File: config.mk
export PLATFORM = sky130hd
export DESIGN_NAME = accum_sched
export DESIGN_NICKNAME = d
export VERILOG_FILES = /design/src/rtl/accum_sched.sv
export SDC_FILE = /design/constraint.sdc
export NUM_CORES = 1
export LEC_CHECK = 0
export ABC_AREA = 1
export BUFFER_PORTS_ARGS = -buffer_cell sky130_fd_sc_hd__buf_2
export CORE_AREA = 2 2 55 62
export CTS_BUF_LIST = sky130_fd_sc_hd__clkbuf_8
export DETAILED_ROUTE_END_ITERATION = 8
export DIE_AREA = 0 0 57 64
export GPL_ROUTABILITY_DRIVEN = 0
export GPL_TIMING_DRIVEN = 0
export PLACE_DENSITY = 0.65
export SYNTH_ARGS = -nofsm -noshare
export SYNTH_HDL_FRONTEND = slang
export SYNTH_SLANG_ARGS = --single-unit
File: constraint.sdc
create_clock -name clk -period 1.7 [get_ports clk]
set_clock_uncertainty 0.2 [all_clocks]
set_input_delay 0.34 -clock clk [delete_from_list [all_inputs] [get_ports clk]]
set_output_delay 0.34 -clock clk [all_outputs]
set_load 0.01 [all_outputs]
File: src/rtl/accum_sched.sv
// Accumulator load scheduler: round-robin grants two requesters into batches of BATCH loads.
// Optional overflow rejection is enabled by defining the macro ACC_OVF_EN.
module accum_sched #(
  parameter int BATCH = 4
) (
  input  logic       clk,
  input  logic       rst_n,
  input  logic [1:0] i_req,
  input  logic [7:0] i_d0,
  input  logic [7:0] i_d1,
  input  logic       i_clr_req,
  input  logic [7:0] i_q,
  output logic [1:0] o_ack,
  output logic       o_err,
  output logic       o_ld,
  output logic       o_clr,
  output logic [7:0] o_d,
  output logic       o_done,
  output logic       o_ovf,
  output logic [3:0] o_cnt
);

  localparam logic [1:0] IDLE  = 2'd0;
  localparam logic [1:0] LOAD  = 2'd1;
  localparam logic [1:0] DONE  = 2'd2;
  localparam logic [1:0] CLEAR = 2'd3;

  localparam logic [3:0] BATCH_C = 4'(BATCH);

  logic [1:0] r_state;
  logic [1:0] r_ack;
  logic       r_err;
  logic       r_ld;
  logic       r_clr;
  logic [7:0] r_d;
  logic       r_done;
  logic       r_ovf;
  logic [3:0] r_cnt;
  logic       r_last;
  logic       r_clr_pend;

  logic [1:0] w_gnt;
  logic [7:0] w_opnd;
  logic       w_ovf;

  // Round-robin: on a double request the requester not granted last wins.
  always_comb begin
    w_gnt = 2'b00;
    case (i_req)
      2'b11:   w_gnt = r_last ? 2'b01 : 2'b10;
      2'b10:   w_gnt = 2'b10;
      2'b01:   w_gnt = 2'b01;
      default: w_gnt = 2'b00;
    endcase
  end

  assign w_opnd = w_gnt[1] ? i_d1 : i_d0;

`ifdef ACC_OVF_EN
  logic [8:0] w_sum;
  assign w_sum = {1'b0, i_q} + {1'b0, w_opnd};
  assign w_ovf = w_sum[8];
`else
  // Q is not looked at in this build; the reduction only keeps the port referenced.
  assign w_ovf = 1'b0 & (^i_q);
`endif

  // Control FSM; every output is a register, strobes default low each cycle.
  always_ff @(posedge clk or negedge rst_n) begin
    if (!rst_n) begin
      r_state    <= IDLE;
      r_ack      <= 2'b00;
      r_err      <= 1'b0;
      r_ld       <= 1'b0;
      r_clr      <= 1'b0;
      r_d        <= 8'h00;
      r_done     <= 1'b0;
      r_ovf      <= 1'b0;
      r_cnt      <= 4'd0;
      r_last     <= 1'b1;
      r_clr_pend <= 1'b0;
    end else begin
      r_ack  <= 2'b00;
      r_err  <= 1'b0;
      r_ld   <= 1'b0;
      r_clr  <= 1'b0;
      r_done <= 1'b0;
      case (r_state)
        IDLE: begin
          if (i_clr_req || r_clr_pend) begin
            r_state    <= CLEAR;
            r_clr      <= 1'b1;
            r_cnt      <= 4'd0;
            r_ovf      <= 1'b0;
            r_clr_pend <= 1'b0;
          end else if (i_req != 2'b00) begin
            r_state <= LOAD;
            r_ack   <= w_gnt;
            r_d     <= w_opnd;
            if (w_ovf) begin
              r_err <= 1'b1;
              r_ovf <= 1'b1;
            end else begin
              r_ld  <= 1'b1;
              r_cnt <= r_cnt + 4'd1;
            end
          end else begin
            r_state <= IDLE;
          end
        end
        LOAD: begin
          r_last <= r_ack[1];
          if (i_clr_req) begin
            r_clr_pend <= 1'b1;
          end else begin
            r_clr_pend <= r_clr_pend;
          end
          // r_cnt already holds the incremented count during LOAD.
          if (!r_err && (r_cnt == BATCH_C)) begin
            r_state <= DONE;
            r_done  <= 1'b1;
          end else begin
            r_state <= IDLE;
          end
        end
        DONE: begin
          r_state    <= CLEAR;
          r_clr      <= 1'b1;
          r_cnt      <= 4'd0;
          r_ovf      <= 1'b0;
          r_clr_pend <= 1'b0;
        end
        CLEAR: begin
          r_state <= IDLE;
        end
        default: begin
          r_state <= IDLE;
        end
      endcase
    end
  end

  assign o_ack  = r_ack;
  assign o_err  = r_err;
  assign o_ld   = r_ld;
  assign o_clr  = r_clr;
  assign o_d    = r_d;
  assign o_done = r_done;
  assign o_ovf  = r_ovf;
  assign o_cnt  = r_cnt;

endmodule
=== Yosys cells after proc, flatten, opt, wreduce, memory -nomap -nowiden ===
Cells that the tools add are included.

* Equal/unequal tests: 10
* Reduce and logical (&&, ||, !) cells: 9
* Bitwise logic cells: 1
* Muxes and demuxes: 24
* Add/sub/neg operators: 1

{| class="wikitable"
|+ Operator list
! cell !! number
|-
| 2-to-1 mux 2 bit || 6
|-
| 2-to-1 mux 1 bit || 9
|-
| equality test 2 bit (second input constant) || 4
|-
| 2-to-1 mux 4 bit || 2
|-
| 2-to-1 mux 8 bit || 1
|-
| case mux 2 bit (4 select lines) || 1
|-
| case mux 4 bit (2 select lines) || 1
|-
| case mux 2 bit (3 select lines) || 1
|-
| AND reduction 3 bit || 2
|-
| adder 4 x 1 -> 4 bit (second input constant) || 1
|-
| equality test 2 x 1 -> 1 bit (second input constant) || 2
|-
| equality test 4 x 3 -> 1 bit (second input constant) || 1
|-
| != test 2 bit (second input constant) || 2
|-
| case mux 1 bit (2 select lines) || 2
|-
| AND reduction 2 bit || 2
|-
| nonzero test 2 bit || 2
|-
| != test 3 bit (second input constant) || 1
|-
| case mux 1 bit (3 select lines) || 1
|-
| nonzero test 3 bit || 1
|-
| logical NOT 2 bit || 1
|-
| logical OR 1 bit || 1
|-
| NOT 1 bit || 1
|}

* Output and inout port bits: 19
* Register bits: 22
* Input port bits: 29

=== Depth between registers and ports, before layout ===
* Depth in word-level cells: 5
* Mapped depth: 7

=== Least setup slack after synthesis ===
No wires, ideal clock.

* Path type: reg2reg
* From: register r_state[0]
* To: register r_cnt[2] (netlist: o_cnt[2])
* Cell stages (with the launch flop): 8
* Library setup time: 117 ps
* Period minus slack after synthesis: 1,462 ps
* Setup slack: 238 ps
* Data arrival time: 1,145 ps
* Data required time: 1,383 ps
* Cell sequence: dfrtp_1 -> inv_1 -> ha_1 -> inv_1 -> nand2_1 -> nand2_2 -> nand2_1 -> nand2_1

* Cells in the longest elaborated chain, start to end: 3
* Elaborated cells on any way between the ends: 6

{| class="wikitable"
|+ RTL lines
! element !! RTL line !! text
|-
| start, declared || 30 || <nowiki>logic [1:0] r_state;</nowiki>
|-
| start signal, assigned || 71 || <nowiki>r_state <= IDLE;</nowiki>
|-
| start signal, assigned || 91 || <nowiki>r_state <= CLEAR;</nowiki>
|-
| start signal, assigned || 97 || <nowiki>r_state <= LOAD;</nowiki>
|-
| logical NOT 2 bit or equality test 2 bit (tied branches) || 88 || <nowiki>case (r_state)</nowiki>
|-
| != test 3 bit (no source line) or nonzero test 2 bit (tied branches) || -- ||
|-
| AND reduction 2 bit (no source line) || -- ||
|-
| end signal, assigned || 105 || <nowiki>r_cnt <= r_cnt + 4'd1;</nowiki>
|-
| end, declared || 38 || <nowiki>logic [3:0] r_cnt;</nowiki>
|}

Several ways; a longest one is shown, not always the timed one.
A chain may end at the register's enable or synchronous reset.

=== Worst setup path after layout ===
* From: register r_state[1]
* To: register r_cnt[0] (netlist: o_cnt[0])

The elaborated chain is that of the path after synthesis.

==> flow_metrics.py <==
metrics = {
    "status": {
        "status": "finished clean",
    },
    "timing": {
        "rsz0062_at_grt": "no",
        "setup_ws_ns": 0.161,
        "hold_viol_final": 0,
        "min_period_ns": 1.54,
        "hold_slack_ns": 0.165,
        "fin_crit_sh_pct": 90.5,
        "timing.setup.tns_ns": 0,
        "fmax_mhz": 650,
        "drv_slew": 0,
        "setup_violations": 0,
    },
    "detailed_routing": {
        "wl_mm": 2.40,
        "drc_errors": 0,
        "avgViaCountPerCell": 4.61,
        "vias": 1027,
        "antenna_left": 0,
        "first_pass_iters": 4,
        "first_iter_violations": 34,
        "wl_per_cell_um": 10.8,
    },
    "layout": {
        "multiInputGateArea_um2": 534,
        "n_antenna_cell": 0,
        "drive_gt1_share_pct": 30.7,
        "syn2layout_area_growth_pct": 24.6,
        "seq_area_um2": 527,
        "nets": 225,
        "nFillCells": 314,
    },
    "synthesis": {
        "synth_seq_cells": 21,
        "syn_area_per_cell_um2": 8.07,
        "ys_top_cells_by_area": "dfrtp_1, nand2_1, inv_1",
        "yosysUniqueCellTypes": 21,
        "post-synth-top-area-cell": "dfrtp_1",
        "yosys_warnings": 0,
        "yosys-top-cells-count": "nand2_1, inv_1, dfrtp_1",
        "yosys_most_used_dff": "dfrtp_1",
        "yosys.cell_count.top_type": "nand2_1",
        "async_reset_ff_share_pct": 100,
        "seq_area_frac_synth_pct": 44.7,
        "synth_edf_count": 0,
        "synth_top_cell_area_share_pct": 42.5,
        "syn_inst": 146,
        "syn-cell-area_mm2": 0.00118,
    },
    "pwr": {
        "power_density_mw_per_mm2": 1370,
        "leakage_nw": 0.873,
        "peakVddDrop_uv": 581,
    },
    "worst_hold_path": {
        "whs_path_depth": 5,
        "min-delay-start": "i_d0[3]",
        "min_path_type": "in2reg",
        "hold_end": "o_d[3]$_DFFE_PN0P_",
    },
    "clock_tree": {
        "clk_pin_slew_ns": 0.08,
        "htree_levels": 1,
        "cts.sinks": 21,
        "cts_setup_buffers": 0,
        "cts_root_buf": "clkbuf_8",
        "cts_buffer_depth": 2,
        "tritoncts": "built",
        "clkLatencyLatePin_ns": 0.26,
        "cts_buffers": 3,
    },
    "floorplan": {
        "dieArea_mm2": 0.00365,
        "ios": 48,
        "die_w_um": 57,
        "die_y_um": 64,
        "rows": 21,
        "initial_core_util_pct": 39.3,
        "core_mm2": 0.00300,
    },
    "global_route": {
        "grt_pass1_vias": 955,
        "met2_usage_pct": 23.9,
        "grt_start_max_net_pins": 22,
        "track_usage_pct": 14.4,
        "use_met3_pct": 2.83,
        "use_met1_pct": 19.1,
        "antenna_found_initial": 0,
        "grt.busiest_layer": "met2",
        "grt_overflow_total": 0,
        "grt_pass1_wl_mm": 4.22,
    },
    "critical_path": {
        "cp.arrival_ns": 1.49,
        "worstReg2RegStart": "r_state[1]$_DFF_PN0_",
        "regToRegSetupSlack_ns": 0.16,
        "path_max_fanout": 6,
        "worst_setup_path_end_kind": "flip-flop",
        "cp.required_ns": 1.65,
        "r2r_end": "o_cnt[0]$_DFFE_PN0P_",
        "r2r_cells": 7,
        "start_kind": "flip-flop",
        "critical_path_class": "reg2reg",
    },
    "flow_run": {
        "max_cap_violations": 0,
    },
    "place": {
        "dp_slack_ns": 0.0906,
        "dp.final_hpwl_mm": 1.81,
        "numPortBuffers": 37,
    },
}
[registers in the layout, indices dropped and copies added (netlist names)]
register    flops
o_d             8
o_done          1
o_ack           2
r_last          1
o_ld            1
o_clr           1
r_state         2
o_cnt           4
r_clr_pend      1
[placed cells by master, fill, tap and decap left out]
| cell type | netlist | layout |
|---|---|---|
| dlygate4sd3_1 | 0 | 1 |
| conb_1 | 1 | 2 |
| nand3_4 | 1 | 1 |
| dfstp_2 | 1 | 1 |
| ha_2 | 0 | 1 |
| nor2_1 | 4 | 4 |
| nor2_4 | 3 | 3 |
| dfrtp_1 | 20 | 20 |
| buf_4 | 2 | 2 |
| a31oi_1 | 1 | 1 |
| mux2_2 | 1 | 1 |
| o21ai_0 | 2 | 2 |
| buf_2 | 0 | 37 |
| inv_1 | 28 | 28 |
| nand4_1 | 2 | 2 |
| clkbuf_8 | 0 | 3 |
| nor2_8 | 1 | 1 |
| inv_2 | 1 | 1 |
| a22oi_1 | 1 | 1 |
| nand2_2 | 5 | 5 |
| nand2_1 | 46 | 46 |
| ha_1 | 6 | 5 |
| a21oi_4 | 1 | 1 |
| clkinv_2 | 0 | 1 |
| nor3_1 | 4 | 4 |
| nand3_1 | 15 | 15 |
[timing repair]
item / 4_1_cts / 5_1_grt
resized for setup: 0 / 1
setup endpoints to repair: 0 / 11
hold endpoints to repair: 20 / 0
hold buffers: 1 / 0
[stage by stage]
| step | utilization, % | cells | cell area, um2 | power (W) |
|---|---|---|---|---|
| after floorplan | - | 147 | 1180 | 0.00140 |
| after global placement | 47.1 | 218 | 1410 | 0.00167 |
| after detailed placement | 47.1 | 218 | 1410 | 0.00169 |
| after CTS | 49.0 | 223 | 1470 | 0.00203 |
| after global routing | 49.0 | 223 | 1470 | 0.00220 |
| final | 49.0 | 223 | 1470 | 0.00202 |
[routing by layer]
metal	share of wire, %	up-vias
li1	-	529
met1	46	465
met2	48	31
met3	5.5	2
met4	0.62	0
met5	0	-
[report_power, final]
| part | internal, W | switching, W |
|---|---|---|
| Sequential | 0.000684 | 0.000117 |
| Combinational | 0.000352 | 0.000532 |
| Clock | 0.000163 | 0.000167 |
| Total | 0.00120 | 0.000817 |
[cells by family (layout without fill, tap and decap cells)]
group	after synthesis	in the layout	share of synthesized area [%]
muxes	1	1	0.955
AOI/OAI and AO/OA	5	5	3.40
DFF	21	21	44.7
and+or+nand+nor	81	81	33.8
other	1	2	0.318
adders and majority gates	6	6	6.37
buffers and inverters	31	73	10.5
[how the worst max path moves through the flow]
| stage | startpoint | end | slack [ns] | cells past startpoint |
|---|---|---|---|---|
| after floorplan | r_state[0]$_DFF_PN0_ | o_cnt[2]$_DFFE_PN0P_ | 0.24 | 7 |
| after global placement | r_state[0]$_DFF_PN0_ | o_cnt[2]$_DFFE_PN0P_ | 0.1 | 7 |
| after detailed placement | r_state[1]$_DFF_PN0_ | o_cnt[2]$_DFFE_PN0P_ | 0.09 | 7 |
| after CTS | r_state[1]$_DFF_PN0_ | o_cnt[0]$_DFFE_PN0P_ | 0.05 | 7 |
| after global routing | r_state[1]$_DFF_PN0_ | o_cnt[0]$_DFFE_PN0P_ | 0.02 | 7 |
| final | r_state[1]$_DFF_PN0_ | o_cnt[0]$_DFFE_PN0P_ | 0.16 | 7 |
[layout make-up]
class,count,share of cell area [%]
timing repair buffer,38,13.3
multi-input combinational,95,36.4
clock buffer,3,2.81
sequential,21,35.9
tap,34,2.90
buffer,2,1.02
inverter,29,7.41
clock inverter,1,0.341
[critical path, cell delays in order, from the launching register on]
cell,delay (ns)
dfrtp_1,0.40
inv_1,0.11
ha_2,0.28
inv_1,0.10
nand2_1,0.16
nand2_2,0.08
nand2_1,0.06
nand2_1,0.05
Power figures use the tool's default switching activity.
